$ cat src/rtl/uart_pkg.sv
// Shared definitions for the UART receive path.
// Holds the frame geometry (data bits, oversampling ratio, bits per frame),
// the flag bit positions used by the peripheral-bus register map, and a
// helper that converts an idle time in characters into s_tick counts.
package uart_pkg;

  localparam int unsigned DBIT       = 8;
  localparam int unsigned OVERSAMPLE = 16;
  localparam int unsigned FRAME_BITS = DBIT + 2;

  // Bit positions of the status flags in the bus register map.
  typedef enum logic [1:0] {
    FLAG_OVERFLOW  = 2'd0,
    FLAG_FRAME_ERR = 2'd1,
    FLAG_TIMEOUT   = 2'd2,
    FLAG_IRQ       = 2'd3
  } flag_bit_e;

  localparam int unsigned NUM_FLAGS = 4;

  // Oversample ticks spanning 'chars' full frames of 'dbit' data bits
  // (start + data + stop).
  function automatic int unsigned timeout_ticks(input int unsigned chars,
                                                input int unsigned dbit);
    return chars * (dbit + 2) * OVERSAMPLE;
  endfunction

endpackage

$ cat src/rtl/uart_rx_fifo.sv
// Synchronous first-word-fall-through FIFO for received bytes.
// Ports:
//   clk, reset_n        clock, asynchronous active-low reset
//   wr_en, wr_data      push; caller guarantees room (or a same-cycle pop)
//   rd_en               pop; caller guarantees the FIFO is not empty
//   flush               empty the FIFO; overrides push and pop
//   rd_data             current head entry
//   count, count_nxt    fill level now and after this clock edge
//   empty, full         fill-level decodes
module uart_rx_fifo #(
  parameter int unsigned DATA_W = 8,
  parameter int unsigned DEPTH  = 16
) (
  input  logic                     clk,
  input  logic                     reset_n,
  input  logic                     wr_en,
  input  logic [DATA_W-1:0]        wr_data,
  input  logic                     rd_en,
  input  logic                     flush,
  output logic [DATA_W-1:0]        rd_data,
  output logic [$clog2(DEPTH):0]   count,
  output logic [$clog2(DEPTH):0]   count_nxt,
  output logic                     empty,
  output logic                     full
);

  localparam int unsigned AW = $clog2(DEPTH);
  localparam int unsigned CW = AW + 1;

  logic [DATA_W-1:0] mem_q [DEPTH];
  logic [DATA_W-1:0] mem_d [DEPTH];
  logic [AW-1:0]     wr_ptr_q, wr_ptr_d;
  logic [AW-1:0]     rd_ptr_q, rd_ptr_d;
  logic [CW-1:0]     count_q, count_d;

  always_comb begin
    mem_d    = mem_q;
    wr_ptr_d = wr_ptr_q;
    rd_ptr_d = rd_ptr_q;
    count_d  = count_q;
    if (flush) begin
      wr_ptr_d = '0;
      rd_ptr_d = '0;
      count_d  = '0;
    end else begin
      if (wr_en) begin
        mem_d[wr_ptr_q] = wr_data;
        wr_ptr_d        = wr_ptr_q + 1'b1;
      end
      if (rd_en) begin
        rd_ptr_d = rd_ptr_q + 1'b1;
      end
      case ({wr_en, rd_en})
        2'b10:   count_d = count_q + 1'b1;
        2'b01:   count_d = count_q - 1'b1;
        default: count_d = count_q;
      endcase
    end
  end

  always_ff @(posedge clk or negedge reset_n) begin
    if (!reset_n) begin
      for (int unsigned i = 0; i < DEPTH; i++) begin
        mem_q[i] <= '0;
      end
      wr_ptr_q <= '0;
      rd_ptr_q <= '0;
      count_q  <= '0;
    end else begin
      mem_q    <= mem_d;
      wr_ptr_q <= wr_ptr_d;
      rd_ptr_q <= rd_ptr_d;
      count_q  <= count_d;
    end
  end

  assign rd_data   = mem_q[rd_ptr_q];
  assign count     = count_q;
  assign count_nxt = count_d;
  assign empty     = (count_q == '0);
  assign full      = (count_q == CW'(DEPTH));

endmodule

$ cat src/rtl/uart_rx_ctrl.sv
// Control/buffer wrapper around a 16x-oversampling UART receiver core.
// Ports:
//   clk, reset_n          clock, asynchronous active-low reset (shared with core)
//   enable                receiver enable
//   divisor               baud divisor, f_clk/(16*baud) - 1
//   rx_pin / rx_sync      raw serial input / synchronised copy driving the core
//   s_tick                oversample tick driving the core
//   rx_done_tick, rx_dout frame-complete strobe and byte from the core
//   rd_en, rd_data        FIFO pop and first-word-fall-through head
//   empty, full, count    FIFO status
//   flush, clear_flags    FIFO flush and sticky-flag clear
//   overflow, frame_err,  sticky status flags
//   rx_timeout
//   irq                   level irq: fill >= IRQ_LEVEL or any flag
module uart_rx_ctrl
  import uart_pkg::*;
#(
  parameter int unsigned DBIT          = uart_pkg::DBIT,
  parameter int unsigned DIV_W         = 11,
  parameter int unsigned FIFO_DEPTH    = 16,
  parameter int unsigned IRQ_LEVEL     = 8,
  parameter int unsigned TIMEOUT_CHARS = 4
) (
  input  logic                          clk,
  input  logic                          reset_n,
  input  logic                          enable,
  input  logic [DIV_W-1:0]              divisor,
  input  logic                          rx_pin,
  output logic                          rx_sync,
  output logic                          s_tick,
  input  logic                          rx_done_tick,
  input  logic [DBIT-1:0]               rx_dout,
  input  logic                          rd_en,
  output logic [DBIT-1:0]               rd_data,
  output logic                          empty,
  output logic                          full,
  output logic [$clog2(FIFO_DEPTH):0]   count,
  input  logic                          flush,
  input  logic                          clear_flags,
  output logic                          overflow,
  output logic                          frame_err,
  output logic                          rx_timeout,
  output logic                          irq
);

  localparam int unsigned CW       = $clog2(FIFO_DEPTH) + 1;
  localparam int unsigned TO_LIMIT = timeout_ticks(TIMEOUT_CHARS, DBIT);
  localparam int unsigned TO_W     = $clog2(TO_LIMIT + 1);
  localparam logic [TO_W-1:0] TO_MAX = TO_W'(TO_LIMIT);

  // Baud tick generator
  logic [DIV_W-1:0] baud_cnt_q, baud_cnt_d;
  logic [DIV_W-1:0] div_q, div_d, div_cur;
  logic             s_tick_q, s_tick_d;

  // The divisor is sampled at the start of each period (counter at 0) and
  // held for the rest of it, so a change only takes effect after a wrap.
  always_comb begin
    div_cur    = (baud_cnt_q == '0) ? divisor : div_q;
    div_d      = div_cur;
    baud_cnt_d = '0;
    s_tick_d   = 1'b0;
    if (enable) begin
      s_tick_d   = (baud_cnt_q == div_cur);
      baud_cnt_d = s_tick_d ? '0 : baud_cnt_q + 1'b1;
    end
  end

  // Input synchroniser
  logic [1:0] sync_q, sync_d;

  always_comb begin
    sync_d = {sync_q[0], rx_pin};
  end

  // Forcing the line high while disabled keeps the core idle.
  assign rx_sync = sync_q[1] | ~enable;
  assign s_tick  = s_tick_q;

  // Stop-bit check and FIFO handshake
  logic          wr_req, ferr_set, ovf_set, push_ok, pop;
  logic [CW-1:0] count_nxt;

  always_comb begin
    wr_req   = rx_done_tick & rx_sync;
    ferr_set = rx_done_tick & ~rx_sync;
    pop      = rd_en & ~empty & ~flush;
    // A full FIFO still accepts a byte when the head leaves in the same cycle.
    push_ok  = wr_req & ~flush & (~full | pop);
    ovf_set  = wr_req & ~flush & full & ~pop;
  end

  uart_rx_fifo #(
    .DATA_W (DBIT),
    .DEPTH  (FIFO_DEPTH)
  ) u_fifo (
    .clk       (clk),
    .reset_n   (reset_n),
    .wr_en     (push_ok),
    .wr_data   (rx_dout),
    .rd_en     (pop),
    .flush     (flush),
    .rd_data   (rd_data),
    .count     (count),
    .count_nxt (count_nxt),
    .empty     (empty),
    .full      (full)
  );

  // Receive timeout and sticky flags
  logic [TO_W-1:0]      to_cnt_q, to_cnt_d;
  logic [NUM_FLAGS-1:0] flags_q, flags_d;

  always_comb begin
    to_cnt_d = to_cnt_q;
    if (push_ok | pop | flush | clear_flags) begin
      to_cnt_d = '0;
    end else if (!empty && s_tick_q && (to_cnt_q != TO_MAX)) begin
      to_cnt_d = to_cnt_q + 1'b1;
    end

    flags_d                 = '0;
    flags_d[FLAG_OVERFLOW]  = ovf_set  | (flags_q[FLAG_OVERFLOW]  & ~clear_flags);
    flags_d[FLAG_FRAME_ERR] = ferr_set | (flags_q[FLAG_FRAME_ERR] & ~clear_flags);
    flags_d[FLAG_TIMEOUT]   = (to_cnt_d == TO_MAX)
                            | (flags_q[FLAG_TIMEOUT] & ~clear_flags);
    // Built from next-state values so irq changes in step with count/flags.
    flags_d[FLAG_IRQ]       = (count_nxt >= CW'(IRQ_LEVEL))
                            | flags_d[FLAG_OVERFLOW]
                            | flags_d[FLAG_FRAME_ERR]
                            | flags_d[FLAG_TIMEOUT];
  end

  always_ff @(posedge clk or negedge reset_n) begin
    if (!reset_n) begin
      baud_cnt_q <= '0;
      div_q      <= '0;
      s_tick_q   <= 1'b0;
      sync_q     <= '1;
      to_cnt_q   <= '0;
      flags_q    <= '0;
    end else begin
      baud_cnt_q <= baud_cnt_d;
      div_q      <= div_d;
      s_tick_q   <= s_tick_d;
      sync_q     <= sync_d;
      to_cnt_q   <= to_cnt_d;
      flags_q    <= flags_d;
    end
  end

  assign overflow   = flags_q[FLAG_OVERFLOW];
  assign frame_err  = flags_q[FLAG_FRAME_ERR];
  assign rx_timeout = flags_q[FLAG_TIMEOUT];
  assign irq        = flags_q[FLAG_IRQ];

endmodule

$ cat config.mk
export PLATFORM = sky130hd
export DESIGN_NAME = uart_rx_ctrl
export DESIGN_NICKNAME = d
export VERILOG_FILES = /design/src/rtl/uart_pkg.sv /design/src/rtl/uart_rx_fifo.sv /design/src/rtl/uart_rx_ctrl.sv
export SDC_FILE = /design/constraint.sdc
export NUM_CORES = 1
export LEC_CHECK = 0
export BUFFER_PORTS_ARGS = -buffer_cell sky130_fd_sc_hd__buf_2
export CORE_MARGIN = 4
export CORE_UTILIZATION = 50
export CTS_BUF_LIST = sky130_fd_sc_hd__clkbuf_16
export DETAILED_ROUTE_END_ITERATION = 12
export GPL_TIMING_DRIVEN = 0
export PLACE_DENSITY_LB_ADDON = 0.05
export SYNTH_ARGS = -nofsm -noshare
export SYNTH_HDL_FRONTEND = slang
export SYNTH_SLANG_ARGS = --single-unit
$ cat constraint.sdc
create_clock -name clk -period 3.1 [get_ports clk]
set_clock_uncertainty 0.05 [all_clocks]
set_input_delay 0.31 -clock clk [delete_from_list [all_inputs] [get_ports clk]]
set_output_delay 0.31 -clock clk [all_outputs]
set_load 0.005 [all_outputs]
# [Yosys cells after proc, flatten, opt, wreduce, memory -nomap -nowiden]
# Index checks and enable logic that the tools add are counted.
[totals] ff_bits=180 inputBits=27 word_cells=99
[op_classes] addsub=6 n_lt_le_gt_ge=4 n_eq_ne=6 mux=18 n_bitwise=31 reduce_logical=9
[ops] cell="$bwmux 128" n=1
[ops] cell="$mux 11" n=3
[ops] cell="$bmux 8 s4" n=1
[ops] cell="$demux 8 s4" n=1
[ops] cell="$mux 8" n=3
[ops] cell="$mux 10" n=2
[ops] cell="$mux 4" n=4
[ops] cell="$add 11x1->11 const B" n=1
[ops] cell="$and 1x1->1" n=11
[ops] cell="$eq 11x11->1" n=1
[ops] cell="$logic_not 11->1" n=1
[ops] cell="$or 1x1->1" n=11
[ops] cell="$add 10x1->10 const B" n=1
[ops] cell="$eq 10x10->1 const B" n=1
[ops] cell="$ge 5x5->1 const B" n=2
[ops] cell="$ne 10x10->1 const B" n=1
[ops] cell="$not 4->5" n=2
[ops] cell="$pmux 5 s2" n=1
[ops] cell="$add 4x1->4 const B" n=2
[ops] cell="$not 1->1" n=7
[ops] cell="$add 5x1->5 const B" n=1
[ops] cell="$eq 5x5->1 const B" n=1
[ops] cell="$ge 5x4->1 const B" n=1
[ops] cell="$logic_not 5->1" n=1
[ops] cell="10 further kinds" n=13

# [Longest topological paths before layout]
[logic_depth] depth_word=13 mapped_depth=16 ltp_nobuf=14

# [Modules after synthesis]
# From an unflattened synthesis, not the netlist that was laid out.
[hier_totals] hier_cells=674 area_unflattened_um2=8873.5
[modules_own_cells] mod="uart_rx_fifo" n_inst=1 cells_each=451 area_each_um2=6643.9
[modules_own_cells] mod="uart_rx_ctrl" n_inst=1 cells_each=223 area_each_um2=2229.6

# [Worst setup path before layout]
# Ideal clock, no wire load.
[synth_timing] kind="register to register" startpoint="register u_fifo.count_q[1] (netlist: u_fifo.count[1])" endpoint="register flags_q[3]" setup_ns=0.138 t_arrival_ns=3.197 required_ns=2.912 setup_slack_ns=-0.286 path_stages_with_launch=17 path_cell_list="dfrtp_1 > clkbuf_1 > nor4_2 > nand3_1 > and2_1 > buf_2 > inv_2 > ha_1 > clkbuf_1 > xor2_1 > ha_1 > and3b_1 > o21ai_0 > a21boi_1 > xnor2_1 > nor2_1 > or4b_1"
[synth_via] elab_chain_len=13 word_cells_on_any_way=32
[synth_lines] item="start, declared" line="uart_rx_fifo.sv:34" text="logic [CW-1:0] count_q, count_d;"
[synth_lines] item="start signal, assigned" line="uart_rx_fifo.sv:73" text="count_q <= count_d;"
[synth_lines] item="$logic_not 5->1" line="uart_rx_fifo.sv:80" text="assign empty = (count_q == '0);"
[synth_lines] item="$not 1->1" line="uart_rx_ctrl.sv:87" text="pop = rd_en & ~empty & ~flush;"
[synth_lines] item="$and 1x1->1 (2 in a row)" line="uart_rx_ctrl.sv:87"
[synth_lines] item="$or 1x1->1" line="uart_rx_ctrl.sv:89" text="push_ok = wr_req & ~flush & (~full | pop);"
[synth_lines] item="$and 1x1->1" line="uart_rx_ctrl.sv:89"
[synth_lines] item="$eq 2x1->1 or $eq 2x2->1 (tied branches)" line="uart_rx_fifo.sv:53" text="case ({wr_en, rd_en})"
[synth_lines] item="$pmux 5 s2 (*)" line="uart_rx_fifo.sv:53"
[synth_lines] item="$mux 5 (*)" line="uart_rx_fifo.sv:41" text="if (flush) begin"
[synth_lines] item="net count_nxt[4]" line="uart_rx_ctrl.sv:82" text="logic [CW-1:0] count_nxt;"
[synth_lines] item="$ge 5x4->1 (*)" line="uart_rx_ctrl.sv:128" text="flags_d[FLAG_IRQ] = (count_nxt >= CW'(IRQ_LEVEL))"
[synth_lines] item="$or 1x1->1 (*)" line="uart_rx_ctrl.sv:129" text="| flags_d[FLAG_OVERFLOW]"
[synth_lines] item="$or 1x1->1 (*)" line="uart_rx_ctrl.sv:130" text="| flags_d[FLAG_FRAME_ERR]"
[synth_lines] item="$or 1x1->1 (*)" line="uart_rx_ctrl.sv:131" text="| flags_d[FLAG_TIMEOUT];"
[synth_lines] item="net flags_d[3]" line="uart_rx_ctrl.sv:112" text="logic [NUM_FLAGS-1:0] flags_q, flags_d;"
[synth_lines] item="end signal, assigned" line="uart_rx_ctrl.sv:148" text="flags_q <= flags_d;"
[synth_lines] item="end, declared" line="uart_rx_ctrl.sv:112"
# Mark *: on every way through the listed nets, which the timed path passes. The rest lies on a longest branch.
# A chain may end at the register's enable or synchronous reset.

# [Worst setup path after layout]
[layout_timing] startpoint="register u_fifo.count_q[2] (netlist: u_fifo.count[2])" endpoint="register flags_q[3]"
# The elaborated chain is that of the path after synthesis.

==> impl_metrics.py <==
metrics = {
    "worst_setup_path": {
        "end_kind": "flip-flop",
        "start_kind": "flip-flop",
        "arrival_ns": 3.34,
        "crit_type": "reg -> reg",
        "crit_required_ns": 3.35,
        "reg2reg_depth": 15,
        "r2r_slack_ns": 0.009,
        "worstPathCellList": "buf_8, nor4_4, nand2_2, nand2_2, or2_4, inv_4, ha_4, xor2_1, ha_2, and3b_1, o21ai_2, a21boi_2, xnor2_1, nor2_1, or4b_1",
        "crit_top_cell": "nand2_2",
        "path_max_fanout": 4,
        "slowest_delay_ns": 0.52,
        "slowest_stage": "or4b_1",
        "reg2reg_to": "flags_q[3]",
        "worst_r2r_startpoint": "u_fifo.count[2]",
    },
    "pwr": {
        "ir_worst_vdd_mv": 0.400,
        "total_power_uw": 5420,
        "p_leak_uw": 0.00481,
        "powerDensity_mw_per_mm2": 535,
    },
    "floorplanning": {
        "start_util": 0.510,
        "pin_count": 48,
        "die_y_um": 141,
        "die_w_um": 141,
        "die_area_mm2": 0.0198,
        "rows": 48,
        "core_area_mm2": 0.0172,
    },
    "global_routing": {
        "top_usage_layer": "met2",
        "track_usage": 0.214,
        "met2_usage": 0.334,
        "grt_max_degree": 98,
        "use_met3": 0.0587,
        "overflow": 0,
        "globalRouteMet1Util": 0.300,
        "antenna_found_initial": 0,
        "grt_pass1_vias": 6021,
        "grt_pass1_wl_um": 33200,
    },
    "logic_synthesis": {
        "async_flop_share": 1.00,
        "synth_warnings": 0,
        "synth-seq-area-share": 0.513,
        "ys_ff_latch": 180,
        "syn_nets": 736,
        "synth_area_mm2": 0.00879,
        "ys.flop_type": "dfrtp_1",
        "synth-edff-count": 0,
        "avgSynthCellArea_um2": 12.6,
        "ys_types": 61,
        "netlist_instances": 696,
    },
    "job": {
        "drv_cap": 0,
    },
    "finish": {
        "area_delta_synth_final_pct": 15.1,
        "final_cells": 1014,
        "multi_input_area_mm2": 0.00410,
        "seq_area_mm2": 0.00451,
        "layout_commonest_cell": "dfrtp_1",
        "fill_cells": 1418,
        "finalCoreUtilization": 0.587,
        "mostFrequentLayoutCells": "175 x dfrtp_1, 78 x mux2_1, 65 x mux2_2",
        "nets": 816,
        "drive_gt1_frac": 0.266,
        "diodes": 0,
    },
    "drt": {
        "vias": 5844,
        "drtIter0Drc": 397,
        "routedWlPerCell_um": 20.0,
        "ant_nets": 0,
        "first_pass_iters": 5,
        "route.final.wire_length_um": 20300,
        "via_per_inst": 5.76,
        "drc": 0,
    },
    "hold_path": {
        "hold_path_startpoint": "divisor[7]",
        "hold_depth": 2,
        "hold_end": "div_q[7]",
        "hp-class": "in -> reg",
    },
    "sta": {
        "finalCriticalPeriod_ns": 3.09,
        "slew_violations": 0,
        "relSlewSlack": 0.517,
        "rsz0062_at_grt": "yes",
        "min_period_over_period": 0.997,
        "finalSetupViolations": 0,
        "timing.fmax_mhz": 323,
        "worst_slack_ns": 0.00876,
        "hold_viol_final": 0,
        "max_slew.worst_pin.slew_ns": 0.725,
    },
    "clocking": {
        "insertion_delay_ns": 0.43,
        "cts_root_buf": "clkbuf_16",
        "clock_sinks": 180,
        "htreeDepth": 4,
        "cts_inserted_buffers": 17,
        "clock_path_buffers": 2,
        "clkTransAtPathRegs_ns": 0.07,
        "cts_tree": "yes",
    },
    "place": {
        "numPortBuffers": 46,
        "hpwlAfterDp_um": 14000,
        "gp_congestion": 0.813,
        "placed_cells": 968,
        "place_ws_ns": -0.278,
    },
    "outcome": {
        "status": "complete, no violations",
    },
}
==> routing by layer <==
| metal | share of wire | vias up |
|---|---|---|
| li1 | - | 2683 |
| met2 | 0.48 | 135 |
| met4 | 0.012 | 0 |
| met3 | 0.056 | 28 |
| met5 | 0 | - |
| met1 | 0.45 | 2998 |
==> area by class of cell <==
type,instances,area share
repair buffers,65,0.0403
plain buffers,34,0.0163
inverters,23,0.00952
well taps,225,0.0278
multi-input cells,455,0.405
flip-flops and latches,180,0.446
clock inverters,15,0.0130
clock buffers,17,0.0420
==> where the power goes <==
group	leakage, uW	total, uW	switching [uW]	internal, uW
Sequential	0.00243	2590	84.0	2500
Combinational	0.00211	788	413	374
Clock	0.000274	2040	932	1110
Total	0.00481	5420	1430	3990
==> metrics by stage <==
step / TNS, ns / hold slack, ns / instance area [um^2]
after detailed placement: -0.278 / 0.300 / 9400
after global placement: -192.39 / 0.297 / 9370
final: 0 / 0.0712 / 10100
after global routing: -0.141 / 0.0599 / 10100
after floorplan: 0 / -0.0356 / 8850
after CTS: 0 / 0.0539 / 10000
==> worst max-delay path by stage <==
stage          cells past startpoint                end       startpoint  slack, ns
6_report                          15         flags_q[3]  u_fifo.count[2]      0.009
5_1_grt                           15         flags_q[3]  u_fifo.count[2]      -0.14
4_1_cts                           15         flags_q[3]  u_fifo.count[0]     0.0009
3_5_place_dp                      16         flags_q[3]  u_fifo.count[2]      -0.28
3_3_place_gp                       1  u_fifo.mem_q[115]          reset_n      -1.10
2_1_floorplan                     16         flags_q[3]  u_fifo.count[2]      0.004
==> cell families (layout without fill, tap and decap cells) <==
kind of cell / count (synthesis) / count (layout) / share of synthesized area
and+or+nand+nor: 145 / 145 / 0.0887
buffers and inverters: 61 / 154 / 0.0278
AOI/OAI and AO/OA: 70 / 70 / 0.0555
DFF: 180 / 180 / 0.513
muxes: 189 / 189 / 0.259
xor gates and xnor gates: 38 / 38 / 0.0379
adders and majority gates: 13 / 13 / 0.0185
==> sequential cells by signal, summed over array words and instances, names as in the netlist <==
name	cells
flags_q	4
u_fifo.count	5
s_tick	1
u_fifo.wr_ptr_q	4
baud_cnt_q	11
to_cnt_q	10
u_fifo.rd_ptr_q	4
div_q	11
u_fifo.mem_q	128
sync_q	2
==> synth_stat cells (all sizes together), types with 3 or more instances <==
cell type | instances | area [um^2]
and3 | 4 | 25.0
and2 | 3 | 18.8
a221oi | 8 | 70.1
mux4 | 16 | 360
nand3 | 8 | 40.0
a21oi | 12 | 60.1
nand2b | 6 | 37.5
nand2 | 42 | 158
inv | 23 | 86.3
and4 | 3 | 26.3
nor2b | 4 | 25.0
clkbuf | 29 | 109
buf | 9 | 48.8
nor4 | 5 | 52.6
ha | 13 | 163
dfrtp | 178 | 4450
nor2 | 38 | 143
a22oi | 8 | 60.1
nand4 | 13 | 87.6
o21ai | 17 | 85.1
xnor2 | 18 | 158
xor2 | 20 | 175
nor4b | 3 | 26.3
mux2i | 29 | 290
o31ai | 3 | 27.5
and3b | 3 | 26.3
o2111ai | 4 | 35.0
mux2 | 144 | 1630
nor3b | 5 | 47.5
==> repair_timing <==
action,in CTS,in global routing
resized for setup,10,16
hold buffers,2,0
setup buffers,7,9
setup endpoints to repair,9,9
endpoints found under the hold margin,95,0
pin swaps,9,13
==> worst max-delay path, delay by kind of cell, from the launching register on <==
family	cells	cell delay, ns
AOI/OAI and AO/OA	2	0.22
xor gates and xnor gates	2	0.30
adders and majority gates	2	0.34
buffers and inverters	2	0.18
DFF	1	0.40
and+or+nand+nor	7	1.45
Note: power is estimated with default switching activity, not from simulation.
